==> config.mk <==
export PLATFORM = sky130hd
export DESIGN_NAME = freq_mult_sched
export DESIGN_NICKNAME = d
export VERILOG_FILES = /design/src/rtl/freq_mult_pkg.sv /design/src/rtl/rr_pick.sv /design/src/rtl/freq_mult_sched.sv
export SDC_FILE = /design/constraint.sdc
export NUM_CORES = 1
export LEC_CHECK = 0
export ABC_CLOCK_PERIOD_IN_PS = 2250
export BUFFER_PORTS_ARGS = -buffer_cell sky130_fd_sc_hd__buf_2
export CAP_MARGIN = 5
export CORE_MARGIN = 3
export CORE_UTILIZATION = 25
export CTS_BUF_LIST = sky130_fd_sc_hd__clkbuf_16
export DETAILED_ROUTE_END_ITERATION = 6
export HOLD_SLACK_MARGIN = 0.1
export PLACE_DENSITY_LB_ADDON = 0.25
export SLEW_MARGIN = 20
export SYNTH_ARGS = -nofsm -noshare
export SYNTH_HDL_FRONTEND = slang
export SYNTH_SLANG_ARGS = --single-unit
==> constraint.sdc <==
create_clock -name clk -period 2.25 [get_ports clk]
set_clock_uncertainty 0.05 [all_clocks]
set_input_delay 0.45 -clock clk [delete_from_list [all_inputs] [get_ports clk]]
set_output_delay 0.45 -clock clk [all_outputs]
set_load 0.01 [all_outputs]
==> src/rtl/freq_mult_pkg.sv <==
// -----------------------------------------------------------------------------
// freq_mult_pkg
//   Shared types and helpers for the Freq_Mult scheduling logic.
//   - state_t     : scheduler FSM state encoding (3 bits)
//   - VI_W_DEF    : default vi operand width
//   - UI_W_DEF    : default ui operand width
//   - pick_t      : result of a round-robin pick (valid + index)
//   - rr_next()   : round-robin search over up to 8 requesters
// -----------------------------------------------------------------------------
package freq_mult_pkg;

   localparam int STATE_W  = 3;
   localparam int VI_W_DEF = 16;
   localparam int UI_W_DEF = 2;
   localparam int RR_MAX   = 8;

   typedef enum logic [STATE_W-1:0] {
      IDLE  = 3'd0,
      LOAD  = 3'd1,
      START = 3'd2,
      WAIT  = 3'd3,
      DONE  = 3'd4
   } state_t;

   typedef struct packed {
      logic       valid;
      logic [2:0] idx;
   } pick_t;

   // First set bit of req at or after ptr, wrapping modulo n (2..8).
   function automatic pick_t rr_next(input logic [RR_MAX-1:0] req,
                                     input logic [2:0]        ptr,
                                     input int unsigned       n = RR_MAX);
      pick_t       r;
      int unsigned j;
      r = '0;
      for (int unsigned k = 0; k < RR_MAX; k++) begin
         j = (32'(ptr) + k) % n;
         if (!r.valid && (k < n) && req[j]) begin
            r.valid = 1'b1;
            r.idx   = 3'(j);
         end
      end
      return r;
   endfunction

endpackage

==> src/rtl/rr_pick.sv <==
// -----------------------------------------------------------------------------
// rr_pick
//   Combinational round-robin picker. Returns the first asserted request at or
//   after ptr, wrapping around N_REQ entries.
//   Parameters: N_REQ (2..8)
//   Ports:
//     req    in  N_REQ          request vector
//     ptr    in  $clog2(N_REQ)  highest-priority position
//     valid  out 1              at least one request asserted
//     idx    out $clog2(N_REQ)  index of the selected requester
// -----------------------------------------------------------------------------
module rr_pick
   import freq_mult_pkg::*;
#(
   parameter int N_REQ = 4
) (
   input  logic [N_REQ-1:0]         req,
   input  logic [$clog2(N_REQ)-1:0] ptr,
   output logic                     valid,
   output logic [$clog2(N_REQ)-1:0] idx
);

   localparam int IW = $clog2(N_REQ);

   pick_t p;

   always_comb begin
      p     = rr_next(RR_MAX'(req), 3'(ptr), N_REQ);
      valid = p.valid;
      idx   = IW'(p.idx);
   end

endmodule

==> src/rtl/freq_mult_sched.sv <==
// -----------------------------------------------------------------------------
// freq_mult_sched
//   Round-robin scheduler sharing one Freq_Mult datapath between N_REQ
//   requesters. The winner's operands are latched in IDLE, presented for one
//   LOAD cycle, started with a one-cycle fm_start pulse, and the winner is
//   acked one cycle after the rising edge of fm_done.
//
//   Build option: define FMS_TIMEOUT_EN to enable a WAIT watchdog of
//   TIMEOUT_CYC cycles; on expiry err is set and the ack is still issued.
//   Without it err is tied low and WAIT lasts until a done edge.
//
//   Parameters: N_REQ (2..8), VI_W, UI_W, TIMEOUT_CYC
//   Ports:
//     clk       in   1              system clock, rising edge
//     rst       in   1              asynchronous reset, active-high
//     req       in   N_REQ          request per requester, held until ack
//     req_vi    in   N_REQ*VI_W     packed vi operands
//     req_ui    in   N_REQ*UI_W     packed ui operands
//     ack       out  N_REQ          one-cycle completion pulse
//     grant_id  out  $clog2(N_REQ)  current/last granted requester
//     busy      out  1              high in every state except IDLE
//     err       out  1              watchdog flag, sticky until next grant
//     fm_vi     out  VI_W           registered vi to Freq_Mult
//     fm_ui     out  UI_W           registered ui to Freq_Mult
//     fm_start  out  1              one-cycle start pulse
//     fm_done   in   1              done from Freq_Mult
// -----------------------------------------------------------------------------
module freq_mult_sched
   import freq_mult_pkg::*;
#(
   parameter int N_REQ       = 4,
   parameter int VI_W        = VI_W_DEF,
   parameter int UI_W        = UI_W_DEF,
   parameter int TIMEOUT_CYC = 1024
) (
   input  logic                     clk,
   input  logic                     rst,
   input  logic [N_REQ-1:0]         req,
   input  logic [N_REQ*VI_W-1:0]    req_vi,
   input  logic [N_REQ*UI_W-1:0]    req_ui,
   output logic [N_REQ-1:0]         ack,
   output logic [$clog2(N_REQ)-1:0] grant_id,
   output logic                     busy,
   output logic                     err,
   output logic [VI_W-1:0]          fm_vi,
   output logic [UI_W-1:0]          fm_ui,
   output logic                     fm_start,
   input  logic                     fm_done
);

   localparam int IW = $clog2(N_REQ);

   state_t          state;
   logic [IW-1:0]   rr_ptr;
   logic            done_q;
   logic            done_rise;
   logic            pick_valid;
   logic [IW-1:0]   pick_idx;
   logic [IW-1:0]   next_ptr;

`ifdef FMS_TIMEOUT_EN
   localparam int            CW   = $clog2(TIMEOUT_CYC + 1);
   localparam logic [CW-1:0] TLIM = CW'(TIMEOUT_CYC - 1);
   logic [CW-1:0] wait_cnt;
   logic          err_q;
   assign err = err_q;
`else
   assign err = 1'b0;
`endif

   rr_pick #(
      .N_REQ (N_REQ)
   ) u_pick (
      .req   (req),
      .ptr   (rr_ptr),
      .valid (pick_valid),
      .idx   (pick_idx)
   );

   // A level-high done left over from a previous operation must not complete
   // the current one, so only a 0->1 transition counts.
   assign done_rise = fm_done & ~done_q;

   assign next_ptr = (grant_id == IW'(N_REQ - 1)) ? '0 : grant_id + 1'b1;

   always_ff @(posedge clk or posedge rst) begin
      if (rst) begin
         state    <= IDLE;
         rr_ptr   <= '0;
         grant_id <= '0;
         ack      <= '0;
         fm_start <= 1'b0;
         fm_vi    <= '0;
         fm_ui    <= '0;
         busy     <= 1'b0;
         done_q   <= 1'b0;
`ifdef FMS_TIMEOUT_EN
         wait_cnt <= '0;
         err_q    <= 1'b0;
`endif
      end else begin
         done_q   <= fm_done;
         ack      <= '0;
         fm_start <= 1'b0;
         case (state)
            IDLE: begin
               if (pick_valid) begin
                  grant_id <= pick_idx;
                  fm_vi    <= req_vi[pick_idx*VI_W +: VI_W];
                  fm_ui    <= req_ui[pick_idx*UI_W +: UI_W];
                  busy     <= 1'b1;
                  state    <= LOAD;
`ifdef FMS_TIMEOUT_EN
                  err_q    <= 1'b0;
`endif
               end
            end
            LOAD: begin
               // fm_start is registered, so it is raised here to be high
               // during the START cycle.
               fm_start <= 1'b1;
               state    <= START;
            end
            START: begin
`ifdef FMS_TIMEOUT_EN
               wait_cnt <= '0;
`endif
               state <= WAIT;
            end
            WAIT: begin
               // ack is registered: raising it on the WAIT->DONE transition
               // makes it high for exactly the DONE cycle.
               if (done_rise) begin
                  ack   <= N_REQ'(1) << grant_id;
                  state <= DONE;
               end
`ifdef FMS_TIMEOUT_EN
               else if (wait_cnt == TLIM) begin
                  err_q <= 1'b1;
                  ack   <= N_REQ'(1) << grant_id;
                  state <= DONE;
               end else begin
                  wait_cnt <= wait_cnt + 1'b1;
               end
`endif
            end
            DONE: begin
               rr_ptr <= next_ptr;
               busy   <= 1'b0;
               state  <= IDLE;
            end
            default: begin
               busy  <= 1'b0;
               state <= IDLE;
            end
         endcase
      end
   end

endmodule

==> results.md <==
* Slew Limit Fails at 0
* Endpoint class of the critical path: flip-flop
* Sum Neg Setup Slack at 0 ns
* Share of power burned in registers at 0.295
* Arrival time worst endpoint at 1.98 ns
* HP Class: in -> async
* Worst vdd ir at 0.3921 mV
* DR iter-0 viols at 55
* IO buf count at 104
* CTS tree: yes
* Max cap viols at 0
* Clock root cell: clkbuf_16
* Worst EP required at 2.40 ns
* Endpoints failing hold at 0
* Syn_nets at 294
* Final wirelength at 6.243 mm
* Area of the core at 0.007767 mm2
* Power share of the clock group at 0.239
* CP max FO at 10
* Worst-path clk slew at ~0.06 ns
* Crit Path Class: reg -> reg
* Antenna cell count at 0
* Seq/Total Area, Yosys at 0.3973
* Vias at ~2000
* Max transition margin at 0.6702
* Cts repair resizes at 0
* RSZ-0062 raised after global routing: no
* Worst Hold Slack at 0.2141 ns
* Dpl cell area at approximately 0.0027 mm2
* Cells after Synth at 211
* Fin crit period at 1.835 ns
* Capture point of the worst reg-to-reg path: fm_vi[7]$_DFFE_PP0P_
* Sw Ratio at 0.3861
* Final period utilization at 0.8153
* Vias in the first global route at 2027
* Nets at 400
* Row Count at 32
* Setup crit start kind: flip-flop
* GP Congestion at between 0.7 and 0.8
* Placed Cells incl. Taps at around 400
* Distinct cells, synth at 33
* P per Cell Area at 1143 mW/mm2
* Initial Util at 0.2595
* Max H-tree Level at 2
* DRT Pass-1 Iters at 4
* Drt wl/cell at approximately 15 um
* First-pass GRT wire length at 9.673 mm
* Clock Latency Late Sink at between 0.2 and 0.3 ns
* Post-DR vias/cell at 4.764
* Layout cells sized above 1 at 0.4403
* Area Growth Syn to Fin at 41.22%
* CTS buffer count at 5
* Antenna-violating nets left at 0
* Worst r2r path cells at 6
* GRT overflow at 0
* Sink Count at 32
* DRC Markers at 0
* IO Pins at approximately 110
* FF-to-FF Start: rr_ptr[1]$_DFFE_PP0N_
* Pint at 1.997 mW
* Die W at roughly 96 um
* Worst reg2reg setup slack at roughly 0.42 ns
* Postcts setup bufs at 0
* Leakage at approximately 1.4 nW
* Sw power at 1.256 mW
* Dpl hpwl at 4.617 mm
* Post-Syn Area at 0.002016 mm2
* Largest net degree at the start of global routing at 33
* All-Layer GR Usage at 0.1373
* Antenna violations before repair at 0
* Comb pwr share at 0.466
* Final core utilization at 0.3665
* Max Root-Sink Buffers at 2
* Die footprint at 0.009176 mm2
* Non-Filler Instances at 420
* Slew @ Worst Pin at about 0.49 ns
* Die span in y at 95.79 um
* Avg Cell Area, Syn at 9.553 um2
* Synthesis Warnings at 0
* Peak Freq at 545.1 MHz
* Hold_buf cts at 0
* Final setup fails at 0
* Finished Cell Area at 0.002846 mm2
* FF+latch count, synth at 32
* Status: complete, no violations
critical path: stages, from the launching register on:
cell and delay, ns:
dfrtp_1 0.44, nand2b_4 0.18, a21oi_2 0.36, buf_4 0.25, o21ai_0 0.09, a211o_1 0.32, o211ai_2 0.06
placed cells by master (no fill, tap or decap), drive strengths merged:
master,count
or4,1
bufinv,1
ha,4
mux2i,19
clkinv,1
a21o,1
nand2b,4
o22ai,1
buf,117
dfrtp,32
mux2,1
a21oi,6
inv,8
nor3,3
and2,4
clkbuf,5
nor4,1
nand3,18
o31ai,2
nand2,25
conb,1
o22a,1
o21ai,20
o2bb2a,1
a211o,18
o211ai,18
nor2,4
clkinvlp,1
registers in the layout, summed over array words and instances (netlist names):
signal	flops
fm_vi	16
ack	4
state	3
fm_ui	2
grant_id	2
rr_ptr	2
busy	1
done_q	1
fm_start	1
power by group through the flow:
stage / sequential, mW / combinational (mW) / clock, mW
after floorplan: 1.04 / 0.897 / 0
after CTS: 0.960 / 1.55 / 0.796
after global placement: 0.971 / 1.51 / 0
final: 0.960 / 1.52 / 0.777
after detailed placement: 0.966 / 1.55 / 0
after global routing: 0.996 / 1.69 / 0.817
kinds of logic (layout without fill, tap and decap cells):
logic type                 Yosys count  in the layout  synth area share
AOI/OAI and AO/OA                   68             68            0.2576
and+or+nand+nor                     60             60            0.1533
other                                1              1          0.001860
buffers and inverters               26            133           0.06517
muxes                               20             20           0.09994
DFF                                 32             32            0.3973
adders and majority gates            4              4           0.02483
how the worst max path moves through the flow:
stage,depth (start not counted),slack (ns),end,start
after floorplan,7,0.46,fm_ui[0]$_DFFE_PP0P_,rr_ptr[1]$_DFFE_PP0N_
after global placement,5,0.24,fm_vi[15]$_DFFE_PP0P_,req[1]
after detailed placement,5,0.28,fm_vi[11]$_DFFE_PP0P_,req[1]
after CTS,6,0.40,fm_vi[7]$_DFFE_PP0P_,rr_ptr[1]$_DFFE_PP0N_
after global routing,6,0.28,fm_vi[8]$_DFFE_PP0P_,rr_ptr[1]$_DFFE_PP0N_
final,6,0.42,fm_vi[7]$_DFFE_PP0P_,rr_ptr[1]$_DFFE_PP0N_
metrics by stage:
stage	power, mW	setup slack (ns)
2_1_floorplan	1.937	0.4551
3_3_place_gp	2.482	0.2433
3_5_place_dp	2.512	0.2831
4_1_cts	3.302	0.4027
5_1_grt	3.500	0.2792
6_report	3.253	0.4155
cells in the mapped netlist, drive strengths merged:
library cell | n | area share
dfrtp | 32 | 0.40
nand2 | 25 | 0.047
o21ai | 20 | 0.050
mux2i | 19 | 0.094
a211o | 18 | 0.078
nand3 | 18 | 0.045
o211ai | 18 | 0.089
buf | 11 | 0.037
inv | 8 | 0.015
clkbuf | 7 | 0.014
a21oi | 6 | 0.017
and2 | 4 | 0.012
ha | 4 | 0.025
nand2b | 4 | 0.020
nor2 | 4 | 0.016
nor3 | 3 | 0.0074
o31ai | 2 | 0.0074
a21o | 1 | 0.0037
conb | 1 | 0.0019
mux2 | 1 | 0.0056
nor4 | 1 | 0.0031
o22a | 1 | 0.0043
o22ai | 1 | 0.0031
o2bb2a | 1 | 0.0050
or4 | 1 | 0.0037
layout make-up:
type	instances	area, um2
well taps	102	127.6
multi-input cells	153	1090
fillers	829	4921
repair buffers	117	630.6
clock inverters	3	42.54
clock buffers	5	125.1
flip-flops and latches	32	800.8
inverters	8	30.03
metal layers:
metal	wire (um)	vias to the layer above	track usage
met5	0	-	0
met3	541	5	0.03909
met1	2768	943	0.1820
met4	47	0	0.03673
li1	-	975	-
met2	2885	78	0.2189
No activity file was read; power rests on OpenSTA's default activity.
